--- src/rtl/operand_stage_pkg.sv ---
// Shared types for the operand stage: opcode classes, operand-select enums,
// the select functions that map an opcode class onto operand sources, and FSM states.
package operand_stage_pkg;

  localparam int OPC_W = 4;

  typedef enum logic [OPC_W-1:0] {
    OPC_NOP    = 4'd0,
    OPC_LUI    = 4'd1,
    OPC_AUIPC  = 4'd2,
    OPC_JAL    = 4'd3,
    OPC_JALR   = 4'd4,
    OPC_OP     = 4'd5,
    OPC_OP_IMM = 4'd6,
    OPC_LOAD   = 4'd7,
    OPC_STORE  = 4'd8,
    OPC_BRANCH = 4'd9
  } opc_e;

  localparam opc_e NOP_OP = OPC_NOP;

  typedef enum logic [1:0] {ASEL_ZERO, ASEL_PC, ASEL_RS1} asel_e;
  typedef enum logic [1:0] {BSEL_IMM, BSEL_ZERO, BSEL_RS2} bsel_e;

  typedef enum logic {ST_EMPTY, ST_FULL} stage_state_e;

  function automatic asel_e op_a_sel(input opc_e op);
    case (op)
      OPC_LUI:            return ASEL_ZERO;
      OPC_AUIPC, OPC_JAL: return ASEL_PC;
      default:            return ASEL_RS1;
    endcase
  endfunction

  function automatic bsel_e op_b_sel(input opc_e op);
    case (op)
      OPC_LUI, OPC_AUIPC, OPC_OP_IMM, OPC_LOAD, OPC_STORE, OPC_JALR: return BSEL_IMM;
      OPC_JAL:                                                       return BSEL_ZERO;
      default:                                                       return BSEL_RS2;
    endcase
  endfunction

endpackage

--- src/rtl/operand_stage_if.sv ---
// Decode-side, forwarding and execute-side signals of the operand stage.
// Handshake: a transfer happens on a clock edge where valid and ready are both high; valid never waits on ready.
interface operand_stage_if #(
   parameter int XLEN = 64,
   parameter int NFWD = 2,
   parameter int RIDX = 5
);
   import operand_stage_pkg::*;

   logic                       flush;
   logic                       in_valid;
   logic                       in_ready;
   opc_e                       in_op;
   logic [XLEN-1:0]            in_pc;
   logic [XLEN-1:0]            in_imm;
   logic [RIDX-1:0]            in_rs1;
   logic [RIDX-1:0]            in_rs2;
   logic [XLEN-1:0]            in_rs1_data;
   logic [XLEN-1:0]            in_rs2_data;
   logic [RIDX-1:0]            in_rd;
   logic [NFWD-1:0]            fwd_valid;
   logic [NFWD-1:0][RIDX-1:0]  fwd_rd;
   logic [NFWD-1:0][XLEN-1:0]  fwd_data;
   logic [NFWD-1:0]            fwd_pending;
   logic                       out_valid;
   logic                       out_ready;
   opc_e                       out_op;
   logic [XLEN-1:0]            out_pc;
   logic [RIDX-1:0]            out_rd;
   logic [XLEN-1:0]            out_a;
   logic [XLEN-1:0]            out_b;

   modport master (
      output flush, in_valid, in_op, in_pc, in_imm, in_rs1, in_rs2, in_rs1_data, in_rs2_data,
             in_rd, fwd_valid, fwd_rd, fwd_data, fwd_pending, out_ready,
      input  in_ready, out_valid, out_op, out_pc, out_rd, out_a, out_b
   );

   modport slave (
      input  flush, in_valid, in_op, in_pc, in_imm, in_rs1, in_rs2, in_rs1_data, in_rs2_data,
             in_rd, fwd_valid, fwd_rd, fwd_data, fwd_pending, out_ready,
      output in_ready, out_valid, out_op, out_pc, out_rd, out_a, out_b
   );

endinterface

--- src/rtl/operand_stage_fwd_resolve.sv ---
// Resolves one source register against the forwarding channels (lowest index wins).
// Build option OPERAND_FWD_EN: bypass channel data; otherwise any match interlocks.
module operand_stage_fwd_resolve #(
   parameter int XLEN = 64,
   parameter int NFWD = 2,
   parameter int RIDX = 5
) (
   input  logic                      needed,
   input  logic [RIDX-1:0]           rs,
   input  logic [XLEN-1:0]           rf_data,
   input  logic [NFWD-1:0]           fwd_valid,
   input  logic [NFWD-1:0][RIDX-1:0] fwd_rd,
   input  logic [NFWD-1:0][XLEN-1:0] fwd_data,
   input  logic [NFWD-1:0]           fwd_pending,
   output logic [XLEN-1:0]           value,
   output logic                      hazard
);

   logic found;
   logic raw_hazard;

`ifndef OPERAND_FWD_EN
   logic unused_fwd;
   assign unused_fwd = ^{fwd_data, fwd_pending};
`endif

   always_comb begin
      value      = (rs == '0) ? '0 : rf_data;
      raw_hazard = 1'b0;
      found      = 1'b0;
      for (int i = 0; i < NFWD; i++) begin
         if (!found && fwd_valid[i] && (fwd_rd[i] == rs) && (rs != '0)) begin
            found = 1'b1;
`ifdef OPERAND_FWD_EN
            value      = fwd_data[i];
            raw_hazard = fwd_pending[i];
`else
            raw_hazard = 1'b1;
`endif
         end
      end
      // An operand that does not read this source must never stall the stage.
      hazard = needed & raw_hazard;
   end

endmodule

--- src/rtl/operand_stage.sv ---
// Operand select, RAW resolution and one-entry valid/ready issue register.
// Build option OPERAND_FWD_EN: bypass from forwarding channels instead of interlocking.
module operand_stage
   import operand_stage_pkg::*;
#(
   parameter int XLEN = 64,
   parameter int NFWD = 2,
   parameter int RIDX = 5
) (
   input  logic           clk,
   input  logic           reset_n,
   operand_stage_if.slave bus,
   output logic [31:0]    stall_cycles,
   output stage_state_e   state_dbg
);

   stage_state_e    state_q, state_d;
   asel_e           a_sel;
   bsel_e           b_sel;
   logic [XLEN-1:0] rs1_val, rs2_val, a_val, b_val;
   logic            rs1_haz, rs2_haz, hazard, accept, stall;

   assign a_sel = op_a_sel(bus.in_op);
   assign b_sel = op_b_sel(bus.in_op);

   operand_stage_fwd_resolve #(.XLEN(XLEN), .NFWD(NFWD), .RIDX(RIDX)) u_rs1 (
      .needed(a_sel == ASEL_RS1), .rs(bus.in_rs1), .rf_data(bus.in_rs1_data),
      .fwd_valid(bus.fwd_valid), .fwd_rd(bus.fwd_rd), .fwd_data(bus.fwd_data),
      .fwd_pending(bus.fwd_pending), .value(rs1_val), .hazard(rs1_haz)
   );

   operand_stage_fwd_resolve #(.XLEN(XLEN), .NFWD(NFWD), .RIDX(RIDX)) u_rs2 (
      .needed(b_sel == BSEL_RS2), .rs(bus.in_rs2), .rf_data(bus.in_rs2_data),
      .fwd_valid(bus.fwd_valid), .fwd_rd(bus.fwd_rd), .fwd_data(bus.fwd_data),
      .fwd_pending(bus.fwd_pending), .value(rs2_val), .hazard(rs2_haz)
   );

   always_comb begin
      a_val = rs1_val;
      case (a_sel)
         ASEL_ZERO: a_val = '0;
         ASEL_PC:   a_val = bus.in_pc;
         default:   a_val = rs1_val;
      endcase
      b_val = rs2_val;
      case (b_sel)
         BSEL_IMM:  b_val = bus.in_imm;
         BSEL_ZERO: b_val = '0;
         default:   b_val = rs2_val;
      endcase
   end

   assign hazard       = rs1_haz | rs2_haz;
   assign bus.in_ready = ((state_q == ST_EMPTY) | bus.out_ready) & ~hazard & ~bus.flush;
   assign accept       = bus.in_valid & bus.in_ready;
   assign stall        = bus.in_valid & hazard & ~bus.flush;
   assign bus.out_valid = (state_q == ST_FULL);
   assign state_dbg    = state_q;

   // Flush wins over everything; accept already excludes flush.
   always_comb begin
      state_d = state_q;
      if (bus.flush)                           state_d = ST_EMPTY;
      else if (accept)                         state_d = ST_FULL;
      else if (state_q == ST_FULL && bus.out_ready) state_d = ST_EMPTY;
   end

   always_ff @(posedge clk or negedge reset_n) begin
      if (!reset_n) state_q <= ST_EMPTY;
      else          state_q <= state_d;
   end

   always_ff @(posedge clk or negedge reset_n) begin
      if (!reset_n) begin
         bus.out_op <= NOP_OP;
         bus.out_pc <= '0;
         bus.out_rd <= '0;
         bus.out_a  <= '0;
         bus.out_b  <= '0;
      end else if (accept) begin
         bus.out_op <= bus.in_op;
         bus.out_pc <= bus.in_pc;
         bus.out_rd <= bus.in_rd;
         bus.out_a  <= a_val;
         bus.out_b  <= b_val;
      end
   end

   always_ff @(posedge clk or negedge reset_n) begin
      if (!reset_n)                         stall_cycles <= '0;
      else if (stall && stall_cycles != '1) stall_cycles <= stall_cycles + 32'd1;
   end

endmodule
--- src/flat_wrapper.sv ---
// flat-port wrapper written by rule: the top's interface ports become plain ports
module operand_stage_flat import operand_stage_pkg::*;
#(
   parameter int XLEN = 64,
   parameter int NFWD = 2,
   parameter int RIDX = 5
)
  (clk, reset_n, stall_cycles, state_dbg, bus_flush, bus_in_valid, bus_in_op, bus_in_pc, bus_in_imm, bus_in_rs1, bus_in_rs2, bus_in_rs1_data, bus_in_rs2_data, bus_in_rd, bus_fwd_valid, bus_fwd_rd, bus_fwd_data, bus_fwd_pending, bus_out_ready, bus_in_ready, bus_out_valid, bus_out_op, bus_out_pc, bus_out_rd, bus_out_a, bus_out_b);
  operand_stage_if #(.XLEN(XLEN), .NFWD(NFWD), .RIDX(RIDX)) bus_i ();
  input  logic clk;
  input  logic reset_n;
  output logic [31:0] stall_cycles;
  output stage_state_e state_dbg;
  input wire logic [$bits(bus_i.flush)-1:0] bus_flush;
  input wire logic [$bits(bus_i.in_valid)-1:0] bus_in_valid;
  input wire logic [$bits(bus_i.in_op)-1:0] bus_in_op;
  input wire logic [$bits(bus_i.in_pc)-1:0] bus_in_pc;
  input wire logic [$bits(bus_i.in_imm)-1:0] bus_in_imm;
  input wire logic [$bits(bus_i.in_rs1)-1:0] bus_in_rs1;
  input wire logic [$bits(bus_i.in_rs2)-1:0] bus_in_rs2;
  input wire logic [$bits(bus_i.in_rs1_data)-1:0] bus_in_rs1_data;
  input wire logic [$bits(bus_i.in_rs2_data)-1:0] bus_in_rs2_data;
  input wire logic [$bits(bus_i.in_rd)-1:0] bus_in_rd;
  input wire logic [$bits(bus_i.fwd_valid)-1:0] bus_fwd_valid;
  input wire logic [$bits(bus_i.fwd_rd)-1:0] bus_fwd_rd;
  input wire logic [$bits(bus_i.fwd_data)-1:0] bus_fwd_data;
  input wire logic [$bits(bus_i.fwd_pending)-1:0] bus_fwd_pending;
  input wire logic [$bits(bus_i.out_ready)-1:0] bus_out_ready;
  output wire logic [$bits(bus_i.in_ready)-1:0] bus_in_ready;
  output wire logic [$bits(bus_i.out_valid)-1:0] bus_out_valid;
  output wire logic [$bits(bus_i.out_op)-1:0] bus_out_op;
  output wire logic [$bits(bus_i.out_pc)-1:0] bus_out_pc;
  output wire logic [$bits(bus_i.out_rd)-1:0] bus_out_rd;
  output wire logic [$bits(bus_i.out_a)-1:0] bus_out_a;
  output wire logic [$bits(bus_i.out_b)-1:0] bus_out_b;
  assign bus_i.flush = bus_flush;
  assign bus_i.in_valid = bus_in_valid;
  assign bus_i.in_op = bus_in_op;
  assign bus_i.in_pc = bus_in_pc;
  assign bus_i.in_imm = bus_in_imm;
  assign bus_i.in_rs1 = bus_in_rs1;
  assign bus_i.in_rs2 = bus_in_rs2;
  assign bus_i.in_rs1_data = bus_in_rs1_data;
  assign bus_i.in_rs2_data = bus_in_rs2_data;
  assign bus_i.in_rd = bus_in_rd;
  assign bus_i.fwd_valid = bus_fwd_valid;
  assign bus_i.fwd_rd = bus_fwd_rd;
  assign bus_i.fwd_data = bus_fwd_data;
  assign bus_i.fwd_pending = bus_fwd_pending;
  assign bus_i.out_ready = bus_out_ready;
  assign bus_in_ready = bus_i.in_ready;
  assign bus_out_valid = bus_i.out_valid;
  assign bus_out_op = bus_i.out_op;
  assign bus_out_pc = bus_i.out_pc;
  assign bus_out_rd = bus_i.out_rd;
  assign bus_out_a = bus_i.out_a;
  assign bus_out_b = bus_i.out_b;
  operand_stage #(.XLEN(XLEN), .NFWD(NFWD), .RIDX(RIDX)) u_core (.clk(clk), .reset_n(reset_n), .bus(bus_i), .stall_cycles(stall_cycles), .state_dbg(state_dbg));
endmodule
--- config.mk ---
export PLATFORM = sky130hd
export DESIGN_NAME = operand_stage_flat
export DESIGN_NICKNAME = d
export VERILOG_FILES = /design/src/rtl/operand_stage_pkg.sv /design/src/rtl/operand_stage_if.sv /design/src/rtl/operand_stage_fwd_resolve.sv /design/src/rtl/operand_stage.sv /design/src/flat_wrapper.sv
export SDC_FILE = /design/constraint.sdc
export NUM_CORES = 1
export LEC_CHECK = 0
export ABC_AREA = 1
export BUFFER_PORTS_ARGS = -buffer_cell sky130_fd_sc_hd__buf_2
export CAP_MARGIN = 10
export CORE_AREA = 2 2 257 259
export CTS_BUF_LIST = sky130_fd_sc_hd__clkbuf_8
export DETAILED_ROUTE_END_ITERATION = 8
export DIE_AREA = 0 0 259 261
export PLACE_DENSITY_LB_ADDON = 0.3
export SYNTH_ARGS = -nofsm -noshare
export SYNTH_HDL_FRONTEND = slang
export SYNTH_HIERARCHICAL = 1
export SYNTH_SLANG_ARGS = --single-unit
--- constraint.sdc ---
create_clock -name clk -period 2.7 [get_ports clk]
set_clock_uncertainty 0.15 [all_clocks]
set_input_delay 0.54 -clock clk [delete_from_list [all_inputs] [get_ports clk]]
set_output_delay 0.54 -clock clk [all_outputs]
set_load 0.005 [all_outputs]
**Yosys cells after proc, flatten, opt, wreduce, memory -nomap -nowiden**

Index checks and enable logic that the tools add are counted.

- Flip-flop bits (word level): 234
- Output and inout port bits: 236
- Word-level logic and storage cells: 72

- $add $sub $neg: 1
- Eq/ne operators: 16
- Muxes and demuxes: 13
- Bitwise logic cells: 12
- Reductions and logical operators: 23

Operators by type and width:

| cell | count |
|---|---|
| one-hot mux 64 bit (2 select lines) | 2 |
| two-way mux 64 bit | 2 |
| adder 32 x 1 -> 32 bit, second input constant | 1 |
| inequality test 32 bit, second input constant | 1 |
| equality test 5 bit | 4 |
| equality test 4 x 3 -> 1 bit, second input constant | 3 |
| logical AND 1 bit | 12 |
| logical NOT 5 bit | 2 |
| nonzero test 5 bit | 2 |
| equality test 4 x 2 -> 1 bit, second input constant | 2 |
| one-hot mux 2 bit (2 select lines) | 2 |
| bitwise AND 1 bit | 7 |
| two-way mux 1 bit | 7 |
| OR reduction 6 bit | 1 |
| equality test 2 x 1 -> 1 bit, second input constant | 2 |
| equality test 2 bit, second input constant | 2 |
| equality test 4 x 1 -> 1 bit, second input constant | 1 |
| equality test 4 bit, second input constant | 1 |
| logical NOT 2 bit | 2 |
| NOT 1 bit | 3 |
| nonzero test 3 bit | 1 |
| logical NOT 1 bit | 2 |
| OR 1 bit | 2 |
| OR reduction 2 bit | 1 |

**Logic depth before layout (Yosys ltp)**

- Depth in word-level cells: 17
- Gate-level depth with buffers: 19
- Depth with buffers taken out: 15

**By module**

The synthesis kept the hierarchy.

By module, submodules not included:

| module | times used | cells an instance | area each (µm²) | seq. area each (µm²) |
|---|---|---|---|---|
| operand_stage | 1 | 1454 | 11154.4 | 5855.6 |
| operand_stage_fwd_resolve | 2 | 191 | 765.7 | 0.0 |

**Least setup slack after synthesis**

Ideal clock, no wire load.

- Path kind: input to register
- From: in bus_in_op[1]
- To: reg u_core.bus.out_b[23]
- Arrival time: 2.452 ns
- Path slack: 0.032 ns
- Stages on the path: 15
- Cells stage by stage: buf_2 > nand3_1 > buf_2 > buf_2 > a21boi_0 > nand2_1 > a21oi_1 > nor2_1 > nand2_1 > nor2_2 > nand2_2 > clkbuf_1 > clkbuf_1 > nand2_1 > nand2_1

- Word-level cells in the longest chain between the ends: 10
- Elaborated cells on any way between the ends: 23
- Classes of those cells: eq/ne: 10; mux: 3; bitwise: 7; reduce/logical: 3

Ends and longest elaborated chain:

| item | RTL line | text |
|---|---|---|
| from (decl) | flat_wrapper.sv:16 | `input wire logic [$bits(bus_i.in_op)-1:0] bus_in_op;` |
| equality test 4 x 1 -> 1 bit, or another cell as far along | operand_stage_pkg.sv:36 | `case (op)` |
| OR reduction 6 bit | operand_stage_pkg.sv:36 |  |
| one-hot mux 2 bit (2 select lines) (*) | operand_stage_pkg.sv:36 |  |
| equality test 2 bit (*) | operand_stage.sv:33 | `.needed(b_sel == BSEL_RS2), .rs(bus.in_rs2), .rf_data(bus.in_rs2_data),` |
| bitwise AND 1 bit (*) | operand_stage_fwd_resolve.sv:43 | `hazard = needed & raw_hazard;` |
| via u_core.rs2_haz | operand_stage.sv:21 | `logic rs1_haz, rs2_haz, hazard, accept, stall;` |
| OR 1 bit (*) | operand_stage.sv:53 | `assign hazard = rs1_haz \| rs2_haz;` |
| NOT 1 bit (*) | operand_stage.sv:54 | `assign bus.in_ready = ((state_q == ST_EMPTY) \| bus.out_ready) & ~hazard & ~bus.flush;` |
| bitwise AND 1 bit (*) (2 in series) | operand_stage.sv:54 |  |
| via bus_in_ready | flat_wrapper.sv:29 | `output wire logic [$bits(bus_i.in_ready)-1:0] bus_in_ready;` |
| bitwise AND 1 bit (*) | operand_stage.sv:55 | `assign accept = bus.in_valid & bus.in_ready;` |
| to (signal assigned) | operand_stage.sv:85 | `bus.out_b <= b_val;` |
| to (decl) | operand_stage_if.sv:42 | `output in_ready, out_valid, out_op, out_pc, out_rd, out_a, out_b` |

Mark *: on every way through the listed nets, which the timed path passes. The rest lies on a longest branch.
A chain may end at the register's enable or synchronous reset.

**Final worst setup path**

- From: in bus_in_op[0]
- To: out bus_in_ready

- Word-level cells in the longest chain between the ends: 9
- Elaborated cells on any way between the ends: 19
- Classes of those cells: eq/ne: 9; mux: 2; bitwise: 6; reduce/logical: 2

Ends and longest elaborated chain:

| item | RTL line |
|---|---|
| equality test 4 x 1 -> 1 bit, or another cell as far along | operand_stage_pkg.sv:36 |
| OR reduction 6 bit | operand_stage_pkg.sv:36 |
| one-hot mux 2 bit (2 select lines) (*) | operand_stage_pkg.sv:36 |
| equality test 2 bit (*) | operand_stage.sv:33 |
| bitwise AND 1 bit (*) | operand_stage_fwd_resolve.sv:43 |
| via u_core.rs2_haz | operand_stage.sv:21 |
| OR 1 bit (*) | operand_stage.sv:53 |
| NOT 1 bit (*) | operand_stage.sv:54 |
| bitwise AND 1 bit (*) (2 in series) | operand_stage.sv:54 |
| to (decl) | flat_wrapper.sv:29 |

Marks and branches as above.

==> metrics.txt <==
initial core utilization 19.5%; leakage power 0.0105 uW; via density per instance 4.12; clk slew on worst S/H paths 0.06 ns; startpoint of the most critical hold path bus_in_pc[2]; number of global-route vias before repair 13400; CP dominant cell by count nand2_1; reg2reg path depth 9; drt first pass iters 5; CP Capture Type output port; Routed WL 50400 um; Clock Root Buffer clkbuf_8; worst setup path class in -> out; commonest non-fill, non-tap cell in the layout nand2_1; asr flop ratio synth 100%; status finished clean; Max-Cap Viols 0; most frequent cells in the layout 864 x nand2_1, 526 x buf_2, 234 x dfrtp_1; WHS 0.0703 ns; first-pass GRT wire length 77000 um; wire per inst 15.1 um; RR Startpoint u_core/stall_cycles[0]$_DFFE_PN0P_; crit path from bus_in_op[0]; core area 65000 um^2; pre-CTS WS -0.475 ns; Worst path slowest cell nor2_2; Max FO, Critical Path 4; # IOs 658; grt total ovfl 0; fmax 0.402 GHz; RSZ-0062 raised after global routing no; Max stage delay on crit path 0.17 ns; post-synthesis register bit count 234; die area 67600 um^2; Residual DRC 0; post-route setup slack 0.210 ns; initial antenna violation count 6; CTS tree built; Synth area leader dfrtp_1; Hold Crit Endpoint u_core/bus.out_pc[2]$_DFFE_PN0P_; share of layout cells above drive strength 1 28.0%; critical-path cell list buf_2, inv_1, o21ai_0, nand2_1, nand2_2, a21boi_2, nand2_1, a21oi_1, nor2_2, nand2_1, nor2_4, buf_2; slew margin rel. 42.0%; final setup vio count 0; Peak VDD IR 0.387 mV; gr usage total 14.4%; syn_area_per_cell 6.91 um^2; hpwl dp 37100 um; Cells after DPL 3194; Top FF cell, synth dfrtp_1; pwr dens 610 nW/um^2; CP startpoint kind primary input; synthesized instance count 1836; initial DRC count 655; RR Endpoint u_core/stall_cycles[15]$_DFFE_PN0P_; CTS Buffer Depth 3; synth warn 6; worst slew pin tran 0.870 ns; Sink Count 234; synth unique cells 27; CTS buffer count 45; post-synthesis sequential area ratio 46.2%; post-synth top area share 46.2%; nets 2864; via count 13800; Final min period 2.49 ns; hold depth 3; Final Hold Vio Count 0; Post-Synthesis Cell Area 12700 um^2; die outline height 261 um; final number of max-transition violations 0; net count after synthesis 2259; Final ANT Viol Nets 0; top cells by area, synth dfrtp_1 46%, nand2_1 26%, nand3_1 6.9%, inv_1 5.1%, nor2_1 3.7%; Port-buffer cells 527; CP arrival 1.80 ns; HP Class in -> reg; r2r setup slk 0.69 ns; RD Place Congestion 0.866; Post-synth EDFFs 0; non-filler cells, final 3341; WP data required 2.01 ns; P&R area growth vs syn 44.0%; # rows 94; Tcrit/Tclk final 92.2%; pin count of the biggest net entering global routing 65; worst skew pair latency 0.57 ns; Die W 259 um; htree depth 2; layout filler cell count 7284
-- registers in the layout (all words and copies together) (netlist names) --
name,count
u_core/bus.out_b,64
u_core/bus.out_a,64
u_core/bus.out_pc,64
u_core/bus.out_rd,5
u_core/bus.out_op,4
u_core/stall_cycles,32
u_core/bus.out_valid,1
-- logic make-up (layout without fill, tap and decap cells) --
group | Yosys count | count (layout) | share of synthesized area, %
simple gates | 1195 | 1195 | 37.9
xor+xnor | 12 | 12 | 0.828
compound gates | 112 | 112 | 5.14
flops | 234 | 234 | 46.2
other cells | 0 | 2 | 0
fa+ha+maj | 1 | 1 | 0.0986
buf+inv | 282 | 921 | 9.89
-- cell usage after synthesis (6+ instances only) --
library cell / count
buf_1: 6
inv_1: 172
xor2_1: 7
dfrtp_1: 234
buf_2: 52
o22ai_1: 31
nor2_1: 124
o21ai_0: 12
buf_4: 7
nand3_1: 175
buf_6: 14
nand2_1: 866
nand3b_1: 15
o211ai_1: 7
a21oi_1: 35
clkbuf_1: 29
a31oi_1: 26
-- report_power, final --
group	leakage, uW	switching, uW	internal [uW]
sequential	0.00289	356	4140
clock	0.000568	1660	2350
combinational	0.00708	1470	1190
-- layout make-up --
class,count,area [um^2],area share (%)
Antenna cell,2,5.00,0.0274
Clock buffer,59,812,4.45
Clock inverter,22,213,1.16
Inverter,174,658,3.60
Multi-Input combinational cell,1320,5640,30.9
Sequential cell,234,5860,32.1
Tap cell,864,1080,5.92
Timing Repair Buffer,666,4000,21.9
-- metrics by stage --
step,setup TNS (ns),util [%],total power [uW],area [um^2]
finish,0,28.1,11100,18300
global route,0,28.1,11900,18300
detailed placement,-67.07,25.5,7160,16600
CTS,0,28.1,11400,18200
floorplan,0,-,5640,12700
global placement,-60.59,25.5,7160,16600
-- critical path, delay by kind of cell --
family	cells	cell delay (ns)
AO/OA/AOI/OAI	3	0.27
AND/OR/NAND/NOR	6	0.64
buffers and inverters	3	0.34
-- layer usage --
metal	vias to the layer above	GRT usage, %	wire length, um
met2	482	23.4	22800
met1	6322	18.1	21900
met5	-	0	53
met4	8	4.11	1100
met3	72	4.94	4590
li1	6877	-	-
-- worst max-delay path by stage --
stage	to	depth (start not counted)
after floorplan	u_core/bus.out_b[23]$_DFFE_PN0P_	15
after global placement	u_core/bus.out_a[3]$_DFFE_PN0P_	14
after detailed placement	u_core/bus.out_a[23]$_DFFE_PN0P_	16
after CTS	bus_in_ready	12
after global routing	bus_in_ready	12
final	bus_in_ready	12
-- timing repair --
| action | in CTS | in global routing |
|---|---|---|
| pin swaps | 1 | 2 |
| setup buffers | 1 | 1 |
| hold endpoints to repair | 106 | 0 |
| setup endpoints to repair | 1 | 1 |
| gates resized for setup | 2 | 3 |
| hold buffers | 62 | 0 |
No activity file was read; power rests on OpenSTA's default activity.
